**src/rtl/cfu_channel_router.sv**
```systemverilog
// Steers core CFU requests to NUM_CHANNELS units and returns their responses strictly in issue order.
// Latency: request path is combinational; a response reaches resp_* one cycle after its channel handshake.
// Backpressure: a full ordering FIFO or a busy target stalls req; resp_ready low holds the output and all channels.
// Optional head-response timeout with discard of late responses: CFU_ROUTER_TIMEOUT_EN.
module cfu_channel_router #(
   parameter int NUM_CHANNELS   = 4,
   parameter int DEPTH          = 8,
   parameter int DATA_W         = 32,
   parameter int REQ_ID_W       = 3,
   parameter int CFU_ID_W       = 4,
   parameter int FUNC_W         = 10,
   parameter int STATUS_W       = 3,
   parameter int TIMEOUT_CYCLES = 1024
) (
   input  logic                         clk,
   input  logic                         rst,
   input  logic                         req_valid,
   output logic                         req_ready,
   input  logic [CFU_ID_W-1:0]          req_cfu,
   input  logic [REQ_ID_W-1:0]          req_id,
   input  logic [FUNC_W-1:0]            req_func,
   input  logic [DATA_W-1:0]            req_data0,
   input  logic [DATA_W-1:0]            req_data1,
   output logic                         resp_valid,
   input  logic                         resp_ready,
   output logic [REQ_ID_W-1:0]          resp_id,
   output logic [STATUS_W-1:0]          resp_status,
   output logic [DATA_W-1:0]            resp_data,
   output logic [NUM_CHANNELS-1:0]      ch_req_valid,
   input  logic [NUM_CHANNELS-1:0]      ch_req_ready,
   output logic [REQ_ID_W-1:0]          ch_req_id,
   output logic [FUNC_W-1:0]            ch_req_func,
   output logic [DATA_W-1:0]            ch_req_data0,
   output logic [DATA_W-1:0]            ch_req_data1,
   input  logic [NUM_CHANNELS-1:0]      ch_resp_valid,
   output logic [NUM_CHANNELS-1:0]      ch_resp_ready,
   input  logic [NUM_CHANNELS*STATUS_W-1:0] ch_resp_status,
   input  logic [NUM_CHANNELS*DATA_W-1:0]   ch_resp_data
);
   localparam int IDX_W = $clog2(NUM_CHANNELS + 1);
   localparam int AW    = $clog2(DEPTH);
   localparam logic [IDX_W-1:0] MARKER = IDX_W'(NUM_CHANNELS);

   logic [IDX_W-1:0]        fifo_idx [DEPTH];
   logic [REQ_ID_W-1:0]     fifo_id  [DEPTH];
   logic [AW:0]             wr_ptr, rd_ptr;
   logic                    fifo_full, fifo_empty, push, pop;
   logic [31:0]             cfu_ext;
   logic                    tgt_ok, tgt_rdy;
   logic [NUM_CHANNELS-1:0] blocked, dis_nz;
   logic [IDX_W-1:0]        head_idx;
   logic [REQ_ID_W-1:0]     head_id;
   logic                    head_real, head_mark, out_free, out_valid;
   logic                    hd_vld;
   logic [STATUS_W-1:0]     hd_status;
   logic [DATA_W-1:0]       hd_data;
   logic                    head_take, mark_take, tmo_fire;

   assign ch_req_id    = req_id;
   assign ch_req_func  = req_func;
   assign ch_req_data0 = req_data0;
   assign ch_req_data1 = req_data1;

   assign fifo_empty = (wr_ptr == rd_ptr);
   assign fifo_full  = (wr_ptr[AW] != rd_ptr[AW]) && (wr_ptr[AW-1:0] == rd_ptr[AW-1:0]);

   always_comb begin
      cfu_ext      = 32'(req_cfu);
      tgt_ok       = cfu_ext < 32'(NUM_CHANNELS);
      tgt_rdy      = 1'b0;
      ch_req_valid = '0;
      for (int i = 0; i < NUM_CHANNELS; i++) begin
         if (tgt_ok && cfu_ext == 32'(i)) begin
            tgt_rdy         = ch_req_ready[i] & ~blocked[i];
            ch_req_valid[i] = req_valid & ~fifo_full & ~blocked[i];
         end
      end
      // Bad targets are accepted locally so the core always gets an answer.
      req_ready = tgt_ok ? (tgt_rdy & ~fifo_full) : ~fifo_full;
   end

   assign push      = req_valid & req_ready;
   assign head_idx  = fifo_idx[rd_ptr[AW-1:0]];
   assign head_id   = fifo_id[rd_ptr[AW-1:0]];
   assign head_mark = !fifo_empty && (head_idx == MARKER);
   assign head_real = !fifo_empty && (head_idx != MARKER);
   assign out_free  = !out_valid || resp_ready;

   always_comb begin
      hd_vld        = 1'b0;
      hd_status     = '0;
      hd_data       = '0;
      ch_resp_ready = dis_nz;
      for (int i = 0; i < NUM_CHANNELS; i++) begin
         if (head_real && head_idx == IDX_W'(i)) begin
            // A channel still owing discarded responses answers the stale request first.
            hd_vld    = ch_resp_valid[i] & ~dis_nz[i];
            hd_status = ch_resp_status[i*STATUS_W +: STATUS_W];
            hd_data   = ch_resp_data[i*DATA_W +: DATA_W];
            if (out_free) ch_resp_ready[i] = 1'b1;
         end
      end
   end

   assign head_take = hd_vld & out_free;
   assign mark_take = head_mark & out_free;
   assign pop       = head_take | mark_take | tmo_fire;

   always_ff @(posedge clk or negedge rst) begin
      if (!rst) begin
         wr_ptr <= '0;
         rd_ptr <= '0;
      end else begin
         if (push) wr_ptr <= wr_ptr + (AW+1)'(1);
         if (pop)  rd_ptr <= rd_ptr + (AW+1)'(1);
      end
   end

   always_ff @(posedge clk) begin
      if (push) begin
         fifo_idx[wr_ptr[AW-1:0]] <= tgt_ok ? IDX_W'(cfu_ext) : MARKER;
         fifo_id[wr_ptr[AW-1:0]]  <= req_id;
      end
   end

   always_ff @(posedge clk or negedge rst) begin
      if (!rst) begin
         out_valid   <= 1'b0;
         resp_id     <= '0;
         resp_status <= '0;
         resp_data   <= '0;
      end else if (out_free) begin
         out_valid <= pop;
         if (head_take) begin
            resp_id     <= head_id;
            resp_status <= hd_status;
            resp_data   <= hd_data;
         end else if (mark_take) begin
            resp_id     <= head_id;
            resp_status <= STATUS_W'(1);
            resp_data   <= '0;
         end else if (tmo_fire) begin
            resp_id     <= head_id;
            resp_status <= STATUS_W'(2);
            resp_data   <= '0;
         end
      end
   end

   assign resp_valid = out_valid;

`ifdef CFU_ROUTER_TIMEOUT_EN
   localparam int TW = $clog2(TIMEOUT_CYCLES + 1);
   logic [TW-1:0]    tmo_cnt;
   logic [DEPTH-1:0] discard [NUM_CHANNELS];

   assign tmo_fire = head_real && !hd_vld && (tmo_cnt == TW'(TIMEOUT_CYCLES)) && out_free;

   always_comb begin
      for (int i = 0; i < NUM_CHANNELS; i++) dis_nz[i] = |discard[i];
   end
   assign blocked = dis_nz;

   always_ff @(posedge clk or negedge rst) begin
      if (!rst) begin
         tmo_cnt <= '0;
         for (int i = 0; i < NUM_CHANNELS; i++) discard[i] <= '0;
      end else begin
         if (pop)
            tmo_cnt <= '0;
         else if (head_real && !hd_vld && tmo_cnt != TW'(TIMEOUT_CYCLES))
            tmo_cnt <= tmo_cnt + TW'(1);
         for (int i = 0; i < NUM_CHANNELS; i++)
            discard[i] <= discard[i] + DEPTH'(tmo_fire && head_idx == IDX_W'(i))
                                     - DEPTH'(dis_nz[i] && ch_resp_valid[i]);
      end
   end
`else
   assign tmo_fire = 1'b0;
   assign dis_nz   = '0;
   assign blocked  = '0;
`endif

endmodule
```
**config.mk**
```make
export PLATFORM = sky130hd
export DESIGN_NAME = cfu_channel_router
export DESIGN_NICKNAME = d
export VERILOG_FILES = /design/src/rtl/cfu_channel_router.sv
export SDC_FILE = /design/constraint.sdc
export NUM_CORES = 1
export LEC_CHECK = 0
export ABC_CLOCK_PERIOD_IN_PS = 6000
export CORE_AREA = 2 2 141 143
export CTS_BUF_LIST = sky130_fd_sc_hd__clkbuf_8
export DETAILED_ROUTE_END_ITERATION = 8
export DIE_AREA = 0 0 143 145
export PLACE_DENSITY = 0.77
export REMOVE_ABC_BUFFERS = 1
export SLEW_MARGIN = 20
export SYNTH_ARGS = -nofsm -noshare
export SYNTH_HDL_FRONTEND = slang
export SYNTH_SLANG_ARGS = --single-unit
export TNS_END_PERCENT = 1
```
**constraint.sdc**
```tcl
create_clock -name clk -period 6 [get_ports clk]
set_input_delay 1.8 -clock clk [delete_from_list [all_inputs] [get_ports clk]]
set_output_delay 1.8 -clock clk [all_outputs]
set_load 0.005 [all_outputs]
```
==> reports/qor_table.md, run 1 <==
| Result | This run | Unit |
|:---|:---|:---|
| Status | finished, final reports clean | - |
| HPWL after DPL | 20.59 | mm |
| Setup repair after global routing missed its margin | no | - |
| Layout cell share with drive strength beyond 1 | 9.764 | % |
| Flip-flop cell with the highest count after synthesis | sky130_fd_sc_hd__edfxtp_1 | - |
| Cell internal power dissipation | 2.130 | mW |
| Total overflow reported by the global router | 0 | - |
| Count of antenna diodes in the layout | 0 | - |
| Category of the worst setup path capture point | output port | - |
| Number of buffers inserted during clock tree synthesis | 9 | - |
| Die Wd | 143 | µm |
| Switching part of the total | 43.24 | % |
| Sum of negative setup slack | 0 | ps |
| Most numerous cell on the critical path | sky130_fd_sc_hd__clkdlybuf4s50_1 | - |
| Highest clock frequency the design can meet | 185.7 | MHz |
| Worst Skew | 10.87 | ps |
| Average cell area after synthesis | 12.00 | µm² |
| Count of hold-fix buffers inserted at cts | 0 | - |
| Drt pass-1 iters | 5 | - |
| CTS H-tree lvls | 3 | - |
| Distinct cells, synth | 43 | - |
| CP startpoint kind | input pin | - |
| Slowest cell on the critical path | sky130_fd_sc_hd__clkdlybuf4s50_1 | - |
| Crit path required time | 4200 | ps |
| Power per unit of standard cell area | 498.5 | nW/µm² |
| Number of DRC violations after detailed routing | 0 | - |
| Power share of the clock group | 11.1 | % |
| Count of buffering cells on the critical path with inverters included | 2 | - |
| Library cell used as clock root buffer | sky130_fd_sc_hd__clkbuf_8 | - |
| Min Tclk post-route | 5386 | ps |
| Most used cells in the layout excluding fill and tap cells | sky130_fd_sc_hd__clkdlybuf4s50_1, sky130_fd_sc_hd__mux2i_1, sky130_fd_sc_hd__edfxtp_1 | - |
| Peak supply drop | 0.0002599 | V |
| Antenna Nets Post-Route | 0 | - |
| Number of buffers on the longest clock path | 2 | - |
| Net count of the finished layout | 824 | - |
| Rel. slew slack | 29.92 | % |
| Post-synthesis cell count | 468 | - |
| Total Power Consumption | 3.753 | mW |
| Netlist Area Pre-Place | 5618 | µm² |
| CTS tree | built | - |
| Arrival time of data at the critical path endpoint | 3590 | ps |
| Worst-path maximum fanout | 4 | - |
| Port Buffers | 209 | - |
| Max-slew violation count | 0 | - |
| Die height | 145 | µm |
| Met1 Use GR | 21.75 | % |
| Setup bufs post-CTS | 0 | - |
| Layout-stage area growth over the synthesis result | 34.03 | % |
| Async S/R FF share, synth | 49.47 | % |
| Most common cell after layout, fill and taps aside | sky130_fd_sc_hd__clkdlybuf4s50_1 | - |
| Number of synthesized flops with an enable pin | 48 | - |
| Core area | 19210 | µm² |
| Number of gates given a new drive strength after cts | 0 | - |
| Sequential share of power | 26.6 | % |
| Total number of vias | 4395 | - |
| Clock network latency to the later pin of the worst-skew pair | 380 | ps |
| Delay-heaviest family, CP | buffers and inverters | - |
| Leakage power summed over all cells | 2.963 | nW |
| Number of global-route vias before repair | 4472 | - |
| Combinational group share of total power | 62.3 | % |
| Number of setup violations in the final report | 0 | - |
| RD Place Congestion | 0.7836 | - |
| Final-report hold violation count | 0 | - |
| Number of antenna violations at the first check in global routing | 0 | - |
| Pin count of the biggest net entering global routing | 64 | - |
| Cell-by-cell listing of the critical path | clkdlybuf4s50_1 -> mux4_2 -> nor3_1 -> nor2_1 -> clkdlybuf4s50_1 | - |
| Effective utilization at floorplan | 29.25 | % |
| Met2 track utilization from global routing | 36.51 | % |
| Global-route wire length before repair | 34.61 | mm |
| Ratio of final minimum period to clock period | 89.77 | % |
| Number of DRC violations after detailed-routing iteration 0 | 208 | - |
| Worst-margin pin slew | 1051 | ps |
| Total track usage | 24.57 | % |
| Max cap viols | 0 | - |
| Number of clock sinks seen by CTS | 95 | - |
| Std cell rows | 51 | - |
| Crit path kind | input pin to output port | - |
| Most used routing layer | met2 | - |
| Number of top-level pins | 358 | - |
| Total die area | 20740 | µm² |
| Routing usage on met3 | 28.58 | % |
| Switch Pwr | 1.623 | mW |
| Clock-pin transition on the worst setup and hold timing paths | 90 | ps |
| Routed vias/inst | 5.116 | - |
| Flip-flop and latch count after synthesis | 95 | - |
| Tightest Hold Check Type | register to register | - |
| Filler cells | 1865 | - |
| Flop2flop setup slack | 2070 | ps |
| Routed Wire Length | 26.12 | mm |
| Yosys warns | 0 | - |
| Fraction of the yosys area taken by sequential cells | 46.59 | % |
| Largest stage delay on the critical path | 550 | ps |
| Post-DR wirelength/cell | 30.41 | µm |
state kept, by name, indices dropped and copies added, names as in the netlist:
register,flops
fifo_idx,24
rd_ptr,4
resp_status,3
resp_valid,1
resp_data,32
wr_ptr,4
resp_id,3
fifo_id,24
stage by stage:
step / setup slack [ps] / hold slack [ps] / std cells / utilization [%] / area, µm²
global route: 541.7 / 509.9 / 859 / 39.20 / 7530
global placement: 621.6 / 473.2 / 843 / 38.24 / 7345
floorplan: 640.1 / 461.7 / 361 / - / 4865
CTS: 608.7 / 500.0 / 859 / 39.20 / 7530
detailed placement: 618.0 / 477.5 / 843 / 38.24 / 7345
finish: 614.0 / 493.9 / 859 / 39.20 / 7530
power by group through the flow:
| stage | Combinational [mW] | Sequential [mW] | Clock [mW] |
|---|---|---|---|
| after floorplan | 1.50 | 0.998 | 0 |
| after global placement | 2.34 | 1.01 | 0 |
| after detailed placement | 2.37 | 1.01 | 0 |
| after CTS | 2.38 | 1.00 | 0.431 |
| after global routing | 2.55 | 1.03 | 0.455 |
| final | 2.34 | 0.999 | 0.417 |
area by class of cell:
type	count	area (µm²)	share of cell area [%]
flip-flops and latches	95	2618	34.76
multi-input cells	252	2196	29.16
repair buffers	217	2147	28.51
well taps	265	331.6	4.403
clock buffers	9	123.9	1.645
clock inverters	7	61.31	0.8142
inverters	14	52.55	0.6979
cells by family (layout without fill, tap and decap cells):
group / after synthesis / count (layout) / share of synthesized area (%)
AOI/OAI and AO/OA: 86 / 86 / 12.87
xor gates and xnor gates: 9 / 9 / 1.403
adders and majority gates: 2 / 2 / 0.4454
buffers and inverters: 121 / 247 / 14.34
DFF: 95 / 95 / 46.59
muxes: 78 / 78 / 17.06
and+or+nand+nor: 77 / 77 / 7.283
per-layer routing:
layer	wire length [µm]	vias up	part of all wire [%]
met1	7912	2102	30
met4	282	6	1.1
met5	258	-	0.99
li1	-	1907	-
met3	6385	23	24
met2	11280	357	43
cell usage after synthesis, drive strengths merged (3+ instances only):
cell type / instances / area, µm²
buf: 96 / 711.9
dfrtp: 47 / 1176
nand3: 4 / 20.02
nor2: 15 / 56.30
nor4b: 3 / 56.31
nor3: 10 / 61.31
xor2: 8 / 70.07
inv: 14 / 52.55
edfxtp: 48 / 1441
mux2: 12 / 135.1
nand2: 33 / 123.9
a21o: 27 / 202.7
a221oi: 34 / 297.8
o32ai: 8 / 100.1
clkbuf: 11 / 41.29
o22ai: 7 / 43.79
mux2i: 53 / 530.5
nand2b: 3 / 18.77
mux4: 13 / 292.8
worst reg2reg max path: stages, from the launching register on:
cell and delay (ps):
sky130_fd_sc_hd__dfrtp_1 800, sky130_fd_sc_hd__mux4_2 430, sky130_fd_sc_hd__mux2_2 400, sky130_fd_sc_hd__nor3_4 220, sky130_fd_sc_hd__buf_4 520, sky130_fd_sc_hd__a31oi_1 270, sky130_fd_sc_hd__a21oi_2 800, sky130_fd_sc_hd__mux2_1 390
final timing paths:
kind / from / to / cells past startpoint
max in group asynchronous: rst / resp_data[14]$_DFFE_PN0P_ / 2
hold reg to reg: resp_id[2]$_DFFE_PN0P_ / resp_id[2]$_DFFE_PN0P_ / 1
setup / recovery: req_cfu[0] / req_ready / 5
min in group asynchronous: rst / resp_data[5]$_DFFE_PN0P_ / 2
hold / removal: resp_id[2]$_DFFE_PN0P_ / resp_id[2]$_DFFE_PN0P_ / 1
setup reg to reg: rd_ptr[1]$_DFFE_PN0P_ / rd_ptr[1]$_DFFE_PN0P_ / 7
(Power assumes the default switching activity.)
==> inputs of run 2 (changes only) <==
Settings changed: CAP_MARGIN from default to 20, SETUP_SLACK_MARGIN from default to 0.05.
==> results of run 2 <==
The final DEF is identical to that of run 1; final timing and power are the same.
==> inputs of run 3 (changes only) <==
Settings changed: ABC_AREA from default to 1, CORE_AREA 2 2 141 143 to 2 2 138 140, DIE_AREA 0 0 143 145 to 0 0 140 142, PLACE_DENSITY 0.77 to 0.76.
==> run 3 against run 2 <==
Compared with the run above: the run now ends with design-rule violations left; critical path depth is 5 higher; fmax shrank 5.2%; sequential share of layout area down 1.3 points; combinational power increased by 2%; clock power is 6.0% higher; die area down 4.1%; via count rose by 30%; register-to-register slack improved by 170 ps; cell count rose by 26%; cell area increased by 3.9%; largest cell class unchanged.
==> reports/qor_table.md, run 3 <==
| Result | This run | Unit | vs previous |
|:---|:---|:---|:---|
| Status | finished with violations | - |  |
| Failing checks | design-rule violations | - |  |
| Yosys warns | 0 | - | unchanged |
| Hold slack final | 495.7 | ps | +1.754 ps |
| Pin count of the biggest net entering global routing | 52 | - | -19% |
| Netlist Area Pre-Place | 6025 | µm² | +7.2% |
| Post-synthesis cell count | 737 | - | +57% |
| Delay-heaviest family, CP | buffers and inverters | - |  |
| Flip-flop cell with the highest count after synthesis | sky130_fd_sc_hd__edfxtp_1 | - |  |
| DP Area | 7626 | µm² | +3.8% |
| Sequential share of power | 25.9 | % | -0.7 points |
| Filler cells | 1830 | - | -1.9% |
| Setup bufs post-CTS | 0 | - | unchanged |
| Global-route wire length before repair | 34.63 | mm | about the same |
| Die Wd | 140 | µm | -2.1% |
| Total die area | 19880 | µm² | -4.1% |
| Clock network latency to the later pin of the worst-skew pair | 380 | ps | about the same |
| Setup repair after global routing missed its margin | no | - |  |
| Combinational group share of total power | 62.5 | % | +0.2 points |
| Post-route setup slack | 315.9 | ps | -298.1 ps |
| Arrival time of data at the critical path endpoint | 3880 | ps | +290 ps |
| Post-route design area | 7824 | µm² | +3.9% |
| Post-DR wirelength/cell | 22.61 | µm | -26% |
| Rel. slew slack | 30.85 | % | +0.93 points |
| Total track usage | 24.10 | % | -0.47 points |
| Ratio of final minimum period to clock period | 94.74 | % | +5.0 points |
| Switch Pwr | 1.877 | mW | +16% |
| Fraction of the yosys area taken by sequential cells | 43.45 | % | -3.1 points |
| CTS H-tree lvls | 3 | - | unchanged |
| Number of DRC violations after detailed routing | 14 | - | +14 |
| Number of placed instances with taps included | 1069 | - | +27% |
| Min Tclk post-route | 5684 | ps | +298.1 ps |
| Synth top area cells | sky130_fd_sc_hd__edfxtp_1, sky130_fd_sc_hd__dfrtp_1, sky130_fd_sc_hd__nand2_1, sky130_fd_sc_hd__buf_4, sky130_fd_sc_hd__nand4_1 | - |  |
| Count of buffering cells on the critical path with inverters included | 5 | - | +3 |
| Max reg flops | 32 | - | unchanged |
| Top-count cell post-synth | sky130_fd_sc_hd__nand2_1 | - |  |
| Worst-path maximum fanout | 13 | - | +9 |
| Highest clock frequency the design can meet | 175.9 | MHz | -5.2% |
| Category of the worst setup path capture point | output port | - |  |
| Drt pass-1 iters | 7 | - | +2 |
| Sum of negative setup slack | 0 | ps | unchanged |
| Port Buffers | 209 | - | unchanged |
| Worst Skew | 12.06 | ps | +1.199 ps |
| Cell internal power dissipation | 1.928 | mW | -9.5% |
| Clock-pin transition on the worst setup and hold timing paths | 100 | ps | about the same |
| Average cell area after synthesis | 8.174 | µm² | -32% |
| Most frequent cells after synthesis | sky130_fd_sc_hd__nand2_1, sky130_fd_sc_hd__buf_4, sky130_fd_sc_hd__nand4_1 | - |  |
| Std cell rows | 50 | - | -2.0% |
| Cell-by-cell listing of the critical path | clkdlybuf4s50_1 -> nor2_1 -> inv_1 -> nor2_1 -> buf_4 -> nand3_1 -> nand3_1 -> inv_1 -> nor2_1 -> clkdlybuf4s50_1 | - |  |
| Count of hold-fix buffers inserted at cts | 0 | - | unchanged |
| Number of buffers on the longest clock path | 2 | - | unchanged |
| HPWL after DPL | 17.73 | mm | -14% |
| Final-report hold violation count | 0 | - | unchanged |
| Peak supply drop | 0.0002967 | V | +14% |
| Number of buffers inserted during clock tree synthesis | 9 | - | unchanged |
| Power per unit of standard cell area | 486.3 | nW/µm² | -2.4% |
| Post-synth top area share | 23.93 | % | -1.7 points |
| Number of clock sinks seen by CTS | 95 | - | unchanged |
| Number of gates given a new drive strength after cts | 0 | - | unchanged |
| Number of antenna violations at the first check in global routing | 1 | - | +1 |
| Number of global-route vias before repair | 5232 | - | +17% |
| Distinct cells, synth | 37 | - | -14% |
| Layout-stage area growth over the synthesis result | 29.86 | % |  |
| Flip-flop and latch count after synthesis | 95 | - | unchanged |
| Largest area contributor in the netlist | sky130_fd_sc_hd__edfxtp_1 | - |  |
| Power share of the clock group | 11.6 | % | +0.5 points |
| Switching part of the total | 49.33 | % | +6.1 points |
| Max cap viols | 0 | - | unchanged |
| Most numerous cell on the critical path | sky130_fd_sc_hd__nor2_1 | - |  |
| Register bank with the most flops | resp_data | - |  |
| Crit path required time | 4200 | ps | about the same |
| Total overflow reported by the global router | 0 | - | unchanged |
| Max-slew violation count | 0 | - | unchanged |
| Library cell used as clock root buffer | sky130_fd_sc_hd__clkbuf_8 | - |  |
| Async S/R FF share, synth | 49.47 | % | unchanged |
| Routed Wire Length | 24.54 | mm | -6.1% |
| Number of setup violations in the final report | 0 | - | unchanged |
| Leakage power summed over all cells | 3.301 | nW | +11% |
| Worst-margin pin slew | 1037 | ps | -13.92 ps |
| CTS tree | built | - |  |
| Core area | 18460 | µm² | -3.9% |
| Die height | 142 | µm | -2.1% |
| Effective utilization at floorplan | 32.64 | % | +3.4 points |
| CP startpoint kind | input pin | - |  |
| Number of synthesized flops with an enable pin | 48 | - | unchanged |
| Net count of the finished layout | 1081 | - | +31% |
| RD Place Congestion | 0.7816 | - | -0.26% |
| Most common cell after layout, fill and taps aside | sky130_fd_sc_hd__nand2_1 | - |  |
| Count of antenna diodes in the layout | 0 | - | unchanged |
| Largest stage delay on the critical path | 520 | ps | -30 ps |
| Tightest Hold Check Type | register to register | - |  |
| Most used cells in the layout excluding fill and tap cells | sky130_fd_sc_hd__nand2_1, sky130_fd_sc_hd__clkdlybuf4s50_1, sky130_fd_sc_hd__nand4_1 | - |  |
| Post-placement worst setup slack | 348.4 | ps | -269.6 ps |
| Crit path kind | input pin to output port | - |  |
| Antenna Nets Post-Route | 0 | - | unchanged |
| Final instance count without filler cells | 1085 | - | +26% |
| Number of top-level pins | 358 | - | unchanged |
| Layout cell share with drive strength beyond 1 | 7.756 | % | -2.0 points |
| Total number of vias | 5702 | - | +30% |
| Slowest cell on the critical path | sky130_fd_sc_hd__clkdlybuf4s50_1 | - |  |
| Routed vias/inst | 5.255 | - | +2.7% |
| Number of DRC violations after detailed-routing iteration 0 | 408 | - | +96% |
[run 3: final cells by class]
cell class | count | area (µm²) | share of cell area (%)
Clock buffer | 9 | 123.9 | 1.583
Inverter | 48 | 182.7 | 2.335
Sequential cell | 95 | 2618 | 33.46
Clock inverter | 7 | 71.32 | 0.9116
Tap cell | 234 | 292.8 | 3.742
Multi-Input combinational cell | 476 | 2394 | 30.59
Timing Repair Buffer | 216 | 2142 | 27.38
[run 3: layer usage]
| layer | vias to the layer above | global-route usage (%) | wire length [µm] |
|---|---|---|---|
| met3 | 41 | 18.84 | 4233 |
| met2 | 364 | 34.15 | 10440 |
| met4 | 10 | 6.380 | 340 |
| li1 | 2602 | - | - |
| met1 | 2685 | 27.54 | 9315 |
| met5 | - | 9.273 | 210 |
[run 3: power by group through the flow]
stage	logic [mW]	clock network, mW	registers [mW]
3_5_place_dp	2.40	0	0.998
5_1_grt	2.64	0.483	1.00
4_1_cts	2.41	0.453	0.985
2_1_floorplan	1.47	0	0.976
3_3_place_gp	2.36	0	0.990
6_report	2.38	0.442	0.985
[run 3: worst reg2reg max path, delay by kind of cell (launching register included)]
kind / cells / cell delay, ps
and+or+nand+nor: 9 / 1600
buffers and inverters: 3 / 1250
DFF: 1 / 780
[run 3: final timing paths]
check | slack [ps] | start | depth (start not counted) | end
worst max register to register | 2240 | rd_ptr[0]$_DFFE_PN0P_ | 12 | resp_data[24]$_DFFE_PN0P_
min in group asynchronous | 1430 | rst | 1 | resp_data[20]$_DFFE_PN0P_
worst min-delay path | 500 | wr_ptr[3]$_DFFE_PN0P_ | 1 | wr_ptr[3]$_DFFE_PN0P_
worst min register to register | 500 | wr_ptr[3]$_DFFE_PN0P_ | 1 | wr_ptr[3]$_DFFE_PN0P_
max in group asynchronous | 4120 | rst | 1 | resp_data[2]$_DFFE_PN0P_
worst max-delay path | 320 | req_cfu[3] | 10 | req_ready
[run 3: through the flow]
step,util [%],total power [mW]
2_1_floorplan,-,2.442
3_3_place_gp,41.32,3.351
3_5_place_dp,41.32,3.396
4_1_cts,42.38,3.843
5_1_grt,42.39,4.129
6_report,42.39,3.805
[run 3: cells by family (layout without fill, tap and decap cells)]
group | after synthesis | after routing | synth area share [%]
fa+ha+maj | 2 | 2 | 0.4153
simple gates | 447 | 447 | 36.34
compound gates | 21 | 21 | 2.098
flops | 95 | 95 | 43.45
xor+xnor | 6 | 6 | 0.8723
buf+inv | 166 | 280 | 16.82
